File: config.mk
export PLATFORM = sky130hd
export DESIGN_NAME = phase_arbiter
export DESIGN_NICKNAME = d
export VERILOG_FILES = /design/src/rtl/traffic_pkg.sv /design/src/rtl/rr_arbiter.sv /design/src/rtl/phase_arbiter.sv
export SDC_FILE = /design/constraint.sdc
export NUM_CORES = 1
export LEC_CHECK = 0
export CORE_ASPECT_RATIO = 0.9
export CORE_UTILIZATION = 54
export CTS_CLUSTER_DIAMETER = 50
export DETAILED_ROUTE_END_ITERATION = 6
export HOLD_SLACK_MARGIN = 0.15
export PLACE_DENSITY_LB_ADDON = 0.3
export SETUP_SLACK_MARGIN = 0.05
export SYNTH_ARGS = -nofsm -noshare
export SYNTH_HDL_FRONTEND = slang
export SYNTH_SLANG_ARGS = --single-unit
export TNS_END_PERCENT = 1
File: constraint.sdc
create_clock -name clk -period 2.27 [get_ports clk]
set_input_delay 0.681 -clock clk [delete_from_list [all_inputs] [get_ports clk]]
set_output_delay 0.681 -clock clk [all_outputs]
set_load 0.01 [all_outputs]
File: src/rtl/traffic_pkg.sv
// Shared definitions for the phase arbiter: state encodings, approach
// indices, timer width and a one-hot helper.
package traffic_pkg;

  localparam int TIMER_W = 8;

  typedef enum logic [2:0] {
    ST_IDLE   = 3'd0,
    ST_GREEN  = 3'd1,
    ST_YELLOW = 3'd2,
    ST_ALLRED = 3'd3,
    ST_EMERG  = 3'd4
  } phase_t;

  localparam logic [1:0] DIR_N = 2'd0;
  localparam logic [1:0] DIR_E = 2'd1;
  localparam logic [1:0] DIR_S = 2'd2;
  localparam logic [1:0] DIR_W = 2'd3;

  // One-hot lamp pattern for an approach index
  function automatic logic [3:0] dir_onehot(input logic [1:0] dir);
    logic [3:0] oh;
    oh = 4'b0000;
    case (dir)
      DIR_N: oh = 4'b0001;
      DIR_E: oh = 4'b0010;
      DIR_S: oh = 4'b0100;
      DIR_W: oh = 4'b1000;
    endcase
    return oh;
  endfunction

endpackage

File: src/rtl/rr_arbiter.sv
// Combinational round-robin selector: first requesting approach found
// searching upward from ptr, wrapping modulo 4.
module rr_arbiter (
  input  logic [3:0] req,
  input  logic [1:0] ptr,
  output logic [1:0] winner,
  output logic       any
);

  logic [1:0] idx;

  // Walk from the farthest offset down to ptr so the nearest request wins
  always_comb begin
    winner = ptr;
    any    = 1'b0;
    idx    = ptr;
    for (int i = 3; i >= 0; i--) begin
      idx = ptr + 2'(i);
      if (req[idx]) begin
        winner = idx;
        any    = 1'b1;
      end
    end
  end

endmodule

File: src/rtl/phase_arbiter.sv
// Four-approach traffic phase arbiter with round-robin service, min/max
// green timing, yellow and all-red clearance, and emergency preemption.
module phase_arbiter
  import traffic_pkg::*;
#(
  parameter int MIN_GREEN = 8,
  parameter int MAX_GREEN = 32,
  parameter int YELLOW_T  = 4,
  parameter int ALLRED_T  = 2
) (
  input  logic       clk,
  input  logic       rst,
  input  logic [3:0] req,
  input  logic       emerg_req,
  input  logic [1:0] emerg_dir,
  output logic [3:0] grant,
  output logic [3:0] yellow,
  output logic [2:0] phase_state,
  output logic       phase_done
);

  if (MIN_GREEN < 1 || MIN_GREEN > 255 ||
      MAX_GREEN < MIN_GREEN || MAX_GREEN > 255 ||
      YELLOW_T < 1 || YELLOW_T > 255 ||
      ALLRED_T < 1 || ALLRED_T > 255) begin : g_param_check
    $fatal(1, "phase_arbiter: timing parameter out of range");
  end

  // Timer values on the last cycle of each timed interval
  localparam logic [TIMER_W-1:0] MIN_LAST = TIMER_W'(MIN_GREEN - 1);
  localparam logic [TIMER_W-1:0] MAX_LAST = TIMER_W'(MAX_GREEN - 1);
  localparam logic [TIMER_W-1:0] YEL_LAST = TIMER_W'(YELLOW_T - 1);
  localparam logic [TIMER_W-1:0] RED_LAST = TIMER_W'(ALLRED_T - 1);

  phase_t             state_q, state_d;
  logic [1:0]         cur_q, cur_d;
  logic [1:0]         ptr_q, ptr_d;
  logic [TIMER_W-1:0] timer_q, timer_d;
  logic [3:0]         grant_d, yellow_d;
  logic               done_d;
  logic [1:0]         rr_winner;
  logic               rr_any;
  logic               others_req;
  logic               counting;

  rr_arbiter u_rr (
    .req    (req),
    .ptr    (ptr_q),
    .winner (rr_winner),
    .any    (rr_any)
  );

  assign others_req = |(req & ~dir_onehot(cur_q));
  assign counting   = (state_q == ST_GREEN) || (state_q == ST_YELLOW) ||
                      (state_q == ST_ALLRED);

  // State, indices, timer and registered lamp outputs
  always_ff @(posedge clk) begin
    if (!rst) begin
      state_q    <= ST_IDLE;
      cur_q      <= DIR_N;
      ptr_q      <= DIR_N;
      timer_q    <= '0;
      grant      <= 4'b0000;
      yellow     <= 4'b0000;
      phase_done <= 1'b0;
    end else begin
      state_q    <= state_d;
      cur_q      <= cur_d;
      ptr_q      <= ptr_d;
      timer_q    <= timer_d;
      grant      <= grant_d;
      yellow     <= yellow_d;
      phase_done <= done_d;
    end
  end

  // Next-state decisions; the timer saturates so an idle rest never wraps
  always_comb begin
    state_d = state_q;
    cur_d   = cur_q;
    ptr_d   = ptr_q;
    case (state_q)
      ST_IDLE: begin
        if (emerg_req) begin
          state_d = ST_EMERG;
          cur_d   = emerg_dir;
        end else if (rr_any) begin
          state_d = ST_GREEN;
          cur_d   = rr_winner;
        end
      end
      ST_GREEN: begin
        if (emerg_req) begin
          ptr_d   = cur_q + 2'd1;
          state_d = (emerg_dir == cur_q) ? ST_EMERG : ST_YELLOW;
        end else if (others_req && (timer_q >= MIN_LAST) &&
                     (!req[cur_q] || (timer_q >= MAX_LAST))) begin
          ptr_d   = cur_q + 2'd1;
          state_d = ST_YELLOW;
        end
      end
      ST_YELLOW: begin
        if (timer_q >= YEL_LAST) state_d = ST_ALLRED;
      end
      ST_ALLRED: begin
        if (timer_q >= RED_LAST) begin
          if (emerg_req) begin
            state_d = ST_EMERG;
            cur_d   = emerg_dir;
          end else if (rr_any) begin
            state_d = ST_GREEN;
            cur_d   = rr_winner;
          end else begin
            state_d = ST_IDLE;
          end
        end
      end
      ST_EMERG: begin
        if (!emerg_req || (emerg_dir != cur_q)) begin
          ptr_d   = cur_q + 2'd1;
          state_d = ST_YELLOW;
        end
      end
      default: state_d = ST_IDLE;
    endcase

    if (state_d != state_q)
      timer_d = '0;
    else if (counting && (timer_q != '1))
      timer_d = timer_q + 1'b1;
    else
      timer_d = timer_q;
  end

  // Lamp patterns for the upcoming state and the all-red exit pulse
  always_comb begin
    grant_d  = 4'b0000;
    yellow_d = 4'b0000;
    done_d   = (state_q == ST_ALLRED) && (timer_q >= RED_LAST);
    case (state_d)
      ST_GREEN, ST_EMERG: grant_d  = dir_onehot(cur_d);
      ST_YELLOW:          yellow_d = dir_onehot(cur_d);
      default: ;
    endcase
  end

  assign phase_state = state_q;

endmodule

==> results of run 1 <==
## cell type report
| cell class | instances | area [sq um] | area share (%) |
|---|---|---|---|
| clock buffers | 3 | 22.5 | 1.02 |
| clock inverters | 1 | 30.0 | 1.35 |
| inverters | 9 | 33.8 | 1.52 |
| multi-input cells | 145 | 1150 | 52.1 |
| flip-flops and latches | 24 | 487 | 21.9 |
| well taps | 38 | 47.5 | 2.14 |
| repair buffers | 51 | 443 | 20.0 |
## cells in the mapped netlist, drive strengths merged (3+ instances only)
cell | count | area share [%]
inv | 8 | 2.0
o21ai | 4 | 1.3
xor2 | 3 | 1.7
nor2b | 6 | 2.4
nand2 | 21 | 5.1
a21oi | 8 | 2.6
nand2b | 5 | 2.0
nor3 | 6 | 2.3
nand3 | 5 | 1.6
xnor2 | 7 | 4.0
ha | 7 | 5.7
dfxtp | 24 | 31
nor2 | 24 | 5.9
mux2i | 3 | 2.8
and3 | 4 | 1.8
buf | 3 | 1.8
or3 | 4 | 1.6
## sequential cells by signal (all words and copies together), names as in the netlist
name	flops
phase_done	1
timer_q	8
phase_state	3
yellow	4
cur_q	2
ptr_q	2
grant	4
## critical path, stage by stage (launching register included)
cell	delay, ns
dfxtp_4	0.44
buf_4	0.22
clkdlybuf4s50_1	0.55
## routing by layer
metal / global-route usage [%] / share of wire (%)
met1: 43.8 / 42
met5: 0 / 0
met2: 56.3 / 46
met4: 11.9 / 2.3
met3: 8.64 / 9.9
## what timing repair did
item                       in CTS  in global routing
setup endpoints to repair      20                 19
setup buffers                   1                  1
pin swaps                      10                 10
resized for setup              30                 14
hold buffers                    0                  0
## logic make-up after synthesis
group / after synthesis / share of synthesized area (%)
compound gates: 39 / 20.7
xor+xnor: 10 / 5.70
fa+ha+maj: 7 / 5.70
buf+inv: 14 / 4.48
flops: 24 / 31.3
mux: 4 / 4.23
simple gates: 85 / 27.9
## path summary, 6_finish.rpt
kind                       start             end  depth (start not counted)
setup / recovery  phase_state[2]  phase_state[2]                          2
hold / removal          ptr_q[0]        ptr_q[0]                          2
hold reg to reg         ptr_q[0]        ptr_q[0]                          2
setup reg to reg      timer_q[2]      timer_q[5]                          7
## power groups by stage
| stage | clock network (uW) | registers (uW) | logic, uW |
|---|---|---|---|
| 2_1_floorplan | 0 | 503 | 328 |
| 3_3_place_gp | 0 | 507 | 529 |
| 3_5_place_dp | 0 | 509 | 547 |
| 4_1_cts | 317 | 504 | 631 |
| 5_1_grt | 335 | 512 | 731 |
| 6_report | 320 | 509 | 692 |
## per-stage QoR
stage | power, uW | cells
floorplan | 831 | 183
global placement | 1040 | 265
detailed placement | 1060 | 265
CTS | 1450 | 270
global route | 1580 | 271
finish | 1520 | 271
==> impl_metrics.py, run 1 <==
metrics = {
    "status": {
        "outcome": "finished, final reports clean",
    },
    "timing": {
        "setup_viol": 0,
        "period_needed_ns": 2.23,
        "rsz0062_at_grt": "yes",
        "tns_ns": 0,
        "skew_ns": 0.0106,
        "timing_max_transition_violations_final": 0,
        "worst_pin_slew_ns": 0.521,
        "timing.fmax_ghz": 0.449,
        "slew_headroom_pct": 65.0,
        "hold_viol_final": 0,
        "fin_crit_sh_pct": 98.1,
        "timing.final.ws_setup_ns": 0.0428,
        "fin_hold_ws_ns": 0.533,
    },
    "clock_network": {
        "clock-sinks": 24,
        "htree_levels": 1,
        "clkLatencyLatePin_ns": 0.33,
        "cts_inserted_buffers": 3,
        "cts_tree": "built",
        "clockBufferDepth": 2,
        "clock_tree.root_cell": "clkbuf_4",
        "clk_pin_slew_ns": 0.15,
    },
    "power_and_ir_drop": {
        "pwr-share-clk_pct": 21.1,
        "swShare_pct": 37.2,
        "sequentialPowerShare_pct": 33.5,
        "switchingPower_uw": 565,
        "internal_power_uw": 956,
        "power.leakage_uw": 0.000890,
        "p_per_area_mw_per_mm2": 685,
        "p_comb_share_pct": 45.5,
        "ir_drop_mv": 0.508,
    },
    "cells_and_area": {
        "areaGrowthSynthToFinish_pct": 44.4,
        "final_area_sq_mm": 0.00222,
        "fillers": 137,
        "diodes": 0,
        "utilization_pct": 86.2,
        "drive_above_1_share_pct": 30.5,
        "final_common_cell": "buf_4",
        "layout_common_cells": "buf_4 (28), nor2_1 (21), dfxtp_1 (21), nand2_1 (20), clkdlybuf4s50_1 (13)",
        "nets": 250,
    },
    "synthesis": {
        "avgSynthCellArea_sq_um": 8.40,
        "yosys_warnings": 0,
        "synth_cell_types": 54,
        "synth_edf_count": 0,
        "syn_area_sq_mm": 0.00154,
        "synthFlopType": "dfxtp_1",
        "async_flop_share_pct": 0,
        "synth_seq_area_share_pct": 31.3,
        "postSynthCellCount": 183,
        "syn_nets": 199,
        "synth.ff_latch_count": 24,
    },
    "setup_path": {
        "critPathLaunchType": "flop",
        "reg2reg_slack_ns": 0.07,
        "cp_max_fo": 10,
        "cp-end-kind": "primary output",
        "required_ns": 1.59,
        "arrival_ns": 1.55,
        "critPathKind": "reg2out",
    },
    "grt": {
        "grt_pass1_vias": 1619,
        "gr-usage-all-layers_pct": 34.4,
        "grt_pass1_wl_microns": 7690,
        "grt-ovfl-total": 0,
        "grt_antenna_before_repair": 0,
        "grt_max_degree": 15,
    },
    "route": {
        "first_pass_iters": 5,
        "wl_microns": 5020,
        "drc": 0,
        "routedWlPerCell_microns": 18.5,
        "num_vias": 1650,
        "final_antenna_net_count": 0,
        "vias_per_cell": 6.09,
        "drtIter0Drc": 180,
    },
    "floorplanning": {
        "dieHeight_microns": 52.6,
        "fp-row-count": 17,
        "io_pins": 21,
        "die_area_sq_mm": 0.00306,
        "initial_core_util_pct": 59.7,
        "die_w_microns": 58.2,
        "core_sq_mm": 0.00257,
    },
    "place": {
        "hpwl_microns": 3390,
        "routabilityCongestion": 1.02,
        "io_buffers": 20,
        "place_ws_ns": -0.573,
        "placedInstanceArea_sq_mm": 0.00197,
    },
    "min_path": {
        "hp-class": "reg2reg",
    },
    "job": {
        "cap_violations": 0,
    },
}
No activity file was read; power rests on OpenSTA's default activity.
==> run 2, diff against run 1 <==
==> constraint.sdc (replaced) <==
create_clock -name clk -period 2.27 [get_ports clk]
set_input_delay 0.454 -clock clk [delete_from_list [all_inputs] [get_ports clk]]
set_output_delay 0.454 -clock clk [all_outputs]
set_load 0.01 [all_outputs]
==> impl_metrics.py, run 2 (same netlist as run 1, synthesis figures left out) <==
metrics = {
    "cells_and_area": {
        "diodes": 0,
        "layout_common_cells": "buf_4 (26), nor2_1 (22), nand2_1 (21), dfxtp_1 (20), clkdlybuf4s50_1 (17)",
        "largest_reg_flops": 8,
        "drive_above_1_share_pct": 27.2,
        "final_common_cell": "buf_4",
        "top_register": "timer_q",
        "largestRegisters": "timer_q: 8 flops, grant: 4 flops, yellow: 4 flops",
        "final_area_sq_mm": 0.00212,
        "areaGrowthSynthToFinish_pct": 38.3,
        "fillers": 134,
        "nets": 245,
    },
    "power_and_ir_drop": {
        "power.leakage_uw": 0.000850,
        "ir_drop_mv": 0.535,
        "sequentialPowerShare_pct": 36.2,
        "p_comb_share_pct": 47.1,
        "pwr-share-clk_pct": 16.7,
        "swShare_pct": 39.3,
        "p_per_area_mw_per_mm2": 658,
        "internal_power_uw": 849,
        "switchingPower_uw": 549,
    },
    "clock_network": {
        "clkLatencyLatePin_ns": 0.32,
        "clock-sinks": 24,
        "cts_tree": "built",
        "hold_buffers": 0,
        "cts_inserted_buffers": 3,
        "clockBufferDepth": 2,
        "clock_tree.root_cell": "clkbuf_4",
        "clk_pin_slew_ns": 0.14,
        "htree_levels": 1,
    },
    "floorplanning": {
        "die_w_microns": 58.2,
        "core_sq_mm": 0.00257,
        "dieHeight_microns": 52.6,
        "fp-row-count": 17,
        "initial_core_util_pct": 59.7,
        "die_area_sq_mm": 0.00306,
        "io_pins": 21,
    },
    "route": {
        "first_pass_iters": 4,
        "num_vias": 1672,
        "drc": 0,
        "routedWlPerCell_microns": 19.4,
        "wl_microns": 5150,
        "vias_per_cell": 6.29,
        "drtIter0Drc": 221,
        "final_antenna_net_count": 0,
    },
    "place": {
        "hpwl_microns": 3290,
        "placedInstanceArea_sq_mm": 0.00193,
        "routabilityCongestion": 1.09,
        "io_buffers": 20,
    },
    "grt": {
        "grt_pass1_vias": 1543,
        "gr-usage-all-layers_pct": 31.4,
        "grt_pass1_wl_microns": 7110,
        "grt_max_degree": 14,
        "grt-ovfl-total": 0,
        "grt_antenna_before_repair": 0,
    },
    "timing": {
        "hold_viol_final": 0,
        "period_needed_ns": 2.28,
        "worst_pin_slew_ns": 0.576,
        "timing.final.ws_setup_ns": -0.00529,
        "skew_ns": 0.00667,
        "slew_headroom_pct": 61.6,
        "timing_max_transition_violations_final": 0,
        "fin_crit_sh_pct": 100,
        "fin_hold_ws_ns": 0.577,
        "timing.fmax_ghz": 0.440,
        "tns_ns": -0.00529,
        "setup_viol": 1,
        "rsz0062_at_grt": "yes",
    },
    "min_path": {
        "hp-class": "reg2reg",
    },
    "setup_path": {
        "reg2reg_slack_ns": 0.04,
        "r2r-start": "timer_q[0]",
        "r2r-end": "timer_q[3]",
        "reg2reg_depth": 7,
        "crit_path_end": "timer_q[3]",
        "critPathLaunchType": "input port",
        "cp-end-kind": "flop",
        "arrival_ns": 2.49,
        "setup.worst_path.start": "req[3]",
        "required_ns": 2.48,
        "cp_max_fo": 8,
        "critPathKind": "in2reg",
    },
    "status": {
        "violations": "setup timing",
        "outcome": "finished, violations left",
    },
    "job": {
        "cap_violations": 0,
    },
}
-- run 2: metal layers --
layer,vias to the layer above,routed length (microns),global-route usage [%],share of wire [%]
li1,754,-,-,-
met3,31,485,5.43,9.4
met2,111,2400,49.8,47
met5,-,0,0,0
met4,0,267,19.8,5.2
met1,776,2000,39.5,39
-- run 2: area by class of cell --
class | instances | area (sq um) | area share [%]
multi-input combinational | 145 | 1120 | 52.6
timing repair buffer | 46 | 403 | 19.0
clock buffer | 4 | 36.3 | 1.71
sequential | 24 | 485 | 22.9
inverter | 9 | 33.8 | 1.59
tap | 38 | 47.5 | 2.24
-- run 2: worst min path at each step --
| stage | from | to | slack, ns | depth (start not counted) |
|---|---|---|---|---|
| after floorplan | ptr_q[0] | ptr_q[0] | 0.46 | 2 |
| after global placement | ptr_q[0] | ptr_q[0] | 0.50 | 2 |
| after detailed placement | ptr_q[0] | ptr_q[0] | 0.53 | 2 |
| after CTS | ptr_q[0] | ptr_q[0] | 0.55 | 2 |
| after global routing | cur_q[1] | cur_q[1] | 0.59 | 2 |
| final | cur_q[1] | cur_q[1] | 0.58 | 2 |
-- run 2: timing repair --
item,CTS,global route
hold endpoints to repair,0,0
gates resized for setup,4,25
buffers inserted,0,2
pin swaps,1,3
endpoints found under the setup margin,12,18
-- run 2: critical path, cell delays in order --
cell             delay (ns)
clkdlybuf4s50_1        0.58
mux4_2                 0.29
nor4b_4                0.32
nand2_1                0.18
o211ai_4               0.15
mux2i_4                0.41
nor2_1                 0.09
-- run 2: power by group through the flow --
stage	combinational (uW)	sequential (uW)	clock [uW]
2_1_floorplan	328	503	0
3_3_place_gp	518	506	0
3_5_place_dp	545	512	0
4_1_cts	559	502	231
5_1_grt	693	509	247
6_report	658	506	233
-- run 2: metrics by stage --
stage / instances / power [uW] / util [%] / setup WS (ns)
floorplan: 183 / 831 / - / 0.261
global placement: 260 / 1020 / 75.0 / -0.241
detailed placement: 260 / 1060 / 75.0 / -0.337
CTS: 264 / 1290 / 77.3 / 0.0768
global route: 266 / 1450 / 82.5 / -0.0675
finish: 266 / 1400 / 82.5 / -0.00529
==> run 3, diff against run 2 <==
Settings changed: CORE_UTILIZATION 54 to 49, GPL_TIMING_DRIVEN from default to 0.
Clock period 2.27 ns to 1.9 ns, I/O delays scaled along.
==> impl_metrics.py, run 3 (same netlist as run 1, synthesis figures left out) <==
metrics = {
    "status": {
        "violations": "setup timing",
        "outcome": "finished, violations left",
    },
    "setup_path": {
        "critPathKind": "reg2reg",
        "cp_max_fo": 8,
        "arrival_ns": 2.32,
        "r2r-start": "timer_q[3]",
        "required_ns": 2.11,
        "reg2reg_depth": 7,
        "reg2reg_slack_ns": -0.21,
        "cp-end-kind": "flop",
        "r2r-end": "timer_q[1]",
        "setup.worst_path.start": "timer_q[3]",
        "critPathLaunchType": "flop",
        "crit_path_end": "timer_q[1]",
    },
    "power_and_ir_drop": {
        "power.leakage_uw": 0.000795,
        "switchingPower_uw": 626,
        "p_per_area_mw_per_mm2": 755,
        "pwr-share-clk_pct": 17.0,
        "sequentialPowerShare_pct": 36.6,
        "ir_drop_mv": 0.670,
        "internal_power_uw": 995,
        "p_comb_share_pct": 46.4,
        "p_total_uw": 1620,
        "swShare_pct": 38.6,
    },
    "timing": {
        "worst_pin_slew_ns": 0.497,
        "setup_viol": 19,
        "hold_viol_final": 0,
        "period_needed_ns": 2.11,
        "timing_max_transition_violations_final": 0,
        "slew_headroom_pct": 66.7,
        "timing.fmax_ghz": 0.474,
        "skew_ns": 0.0119,
        "rsz0062_at_grt": "yes",
        "timing.final.ws_setup_ns": -0.209,
        "fin_crit_sh_pct": 111,
    },
    "floorplanning": {
        "initial_core_util_pct": 53.7,
        "core_sq_mm": 0.00286,
        "die_area_sq_mm": 0.00336,
        "dieHeight_microns": 55.1,
        "fp-row-count": 18,
        "die_w_microns": 61.0,
        "io_pins": 21,
    },
    "cells_and_area": {
        "drive_above_1_share_pct": 32.7,
        "largestRegisters": "timer_q: 8 flops, grant: 4 flops, yellow: 4 flops",
        "largest_reg_flops": 8,
        "areaGrowthSynthToFinish_pct": 39.7,
        "layout_common_cells": "nor2_1 (22), nand2_1 (20), clkdlybuf4s50_1 (15), dfxtp_1 (14), buf_4 (9)",
        "top_register": "timer_q",
        "nets": 231,
        "final_common_cell": "nor2_1",
        "diodes": 0,
    },
    "route": {
        "wl_microns": 4340,
        "routedWlPerCell_microns": 17.1,
        "final_antenna_net_count": 0,
        "drtIter0Drc": 84,
        "first_pass_iters": 4,
        "drc": 0,
        "vias_per_cell": 6.02,
        "num_vias": 1528,
    },
    "clock_network": {
        "clock_tree.root_cell": "clkbuf_4",
        "clockBufferDepth": 2,
        "htree_levels": 1,
        "cts_inserted_buffers": 3,
        "clkLatencyLatePin_ns": 0.32,
        "clock-sinks": 24,
        "cts_tree": "built",
        "clk_pin_slew_ns": 0.14,
    },
    "grt": {
        "grt_max_degree": 14,
        "grt-ovfl-total": 0,
        "gr-usage-all-layers_pct": 26.6,
        "grt_pass1_vias": 1445,
        "grt_antenna_before_repair": 0,
        "grt_pass1_wl_microns": 6530,
    },
    "min_path": {
        "hp-class": "reg2reg",
        "holdPathStages": 2,
    },
    "place": {
        "io_buffers": 20,
        "place_ws_ns": -0.686,
        "routabilityCongestion": 0.938,
        "hpwl_microns": 2800,
    },
    "job": {
        "cap_violations": 0,
    },
}
==> run 3: layer usage <==
metal / global-route usage (%) / share of wire, % / vias up
li1: - / - / 718
met1: 32.6 / 41 / 727
met2: 46.4 / 49 / 72
met3: 5.81 / 7.4 / 11
met4: 8.71 / 1.9 / 0
met5: 0 / 0 / -
==> run 3: worst max-delay path, stage by stage, from the launching register on <==
cell	delay, ns
dfxtp_4	0.37
or3_4	0.39
o311a_1	0.35
a311oi_2	0.19
buf_4	0.17
o211ai_4	0.10
mux2i_4	0.33
nor3b_2	0.08
==> run 3: how the worst min path moves through the flow <==
| stage | startpoint | end | slack, ns |
|---|---|---|---|
| floorplan | ptr_q[0] | ptr_q[0] | 0.46 |
| global placement | ptr_q[0] | ptr_q[0] | 0.49 |
| detailed placement | ptr_q[0] | ptr_q[0] | 0.51 |
| CTS | ptr_q[0] | ptr_q[0] | 0.53 |
| global route | ptr_q[0] | ptr_q[0] | 0.57 |
| finish | ptr_q[0] | ptr_q[0] | 0.53 |
==> run 3: timing repair <==
item                                    in CTS  in global routing
gates resized for setup                     41                 21
hold buffers                                 0                  0
pin swaps                                   14                  2
buffers inserted                             8                  0
endpoints found under the setup margin      21                 23
==> run 3: final cells by class <==
type / instances / area, sq um
Buffer: 4 / 28.8
Inverter: 9 / 37.5
Clock buffer: 4 / 36.3
Tap cell: 40 / 50.0
Fill cell: 203 / 714
Timing Repair Buffer: 28 / 258
Sequential cell: 24 / 505
Multi-Input combinational cell: 145 / 1230
==> run 3: stage by stage <==
step	setup TNS [ns]	cells	area, sq um	util (%)	hold slack (ns)
after CTS	-2.09	254	2060	71.9	0.532
final	-2.91	254	2150	75.0	0.534
after floorplan	-0.549	183	1540	-	0.459
after global placement	-11.57	243	1790	62.7	0.488
after global routing	-3.86	254	2150	75.0	0.572
after detailed placement	-12.15	243	1790	62.7	0.513
==> run 3: power by group through the flow <==
stage	combinational, uW	clock [uW]	sequential, uW
finish	751	275	594
global route	807	298	600
CTS	683	281	587
detailed placement	572	0	598
global placement	556	0	594
floorplan	390	0	601
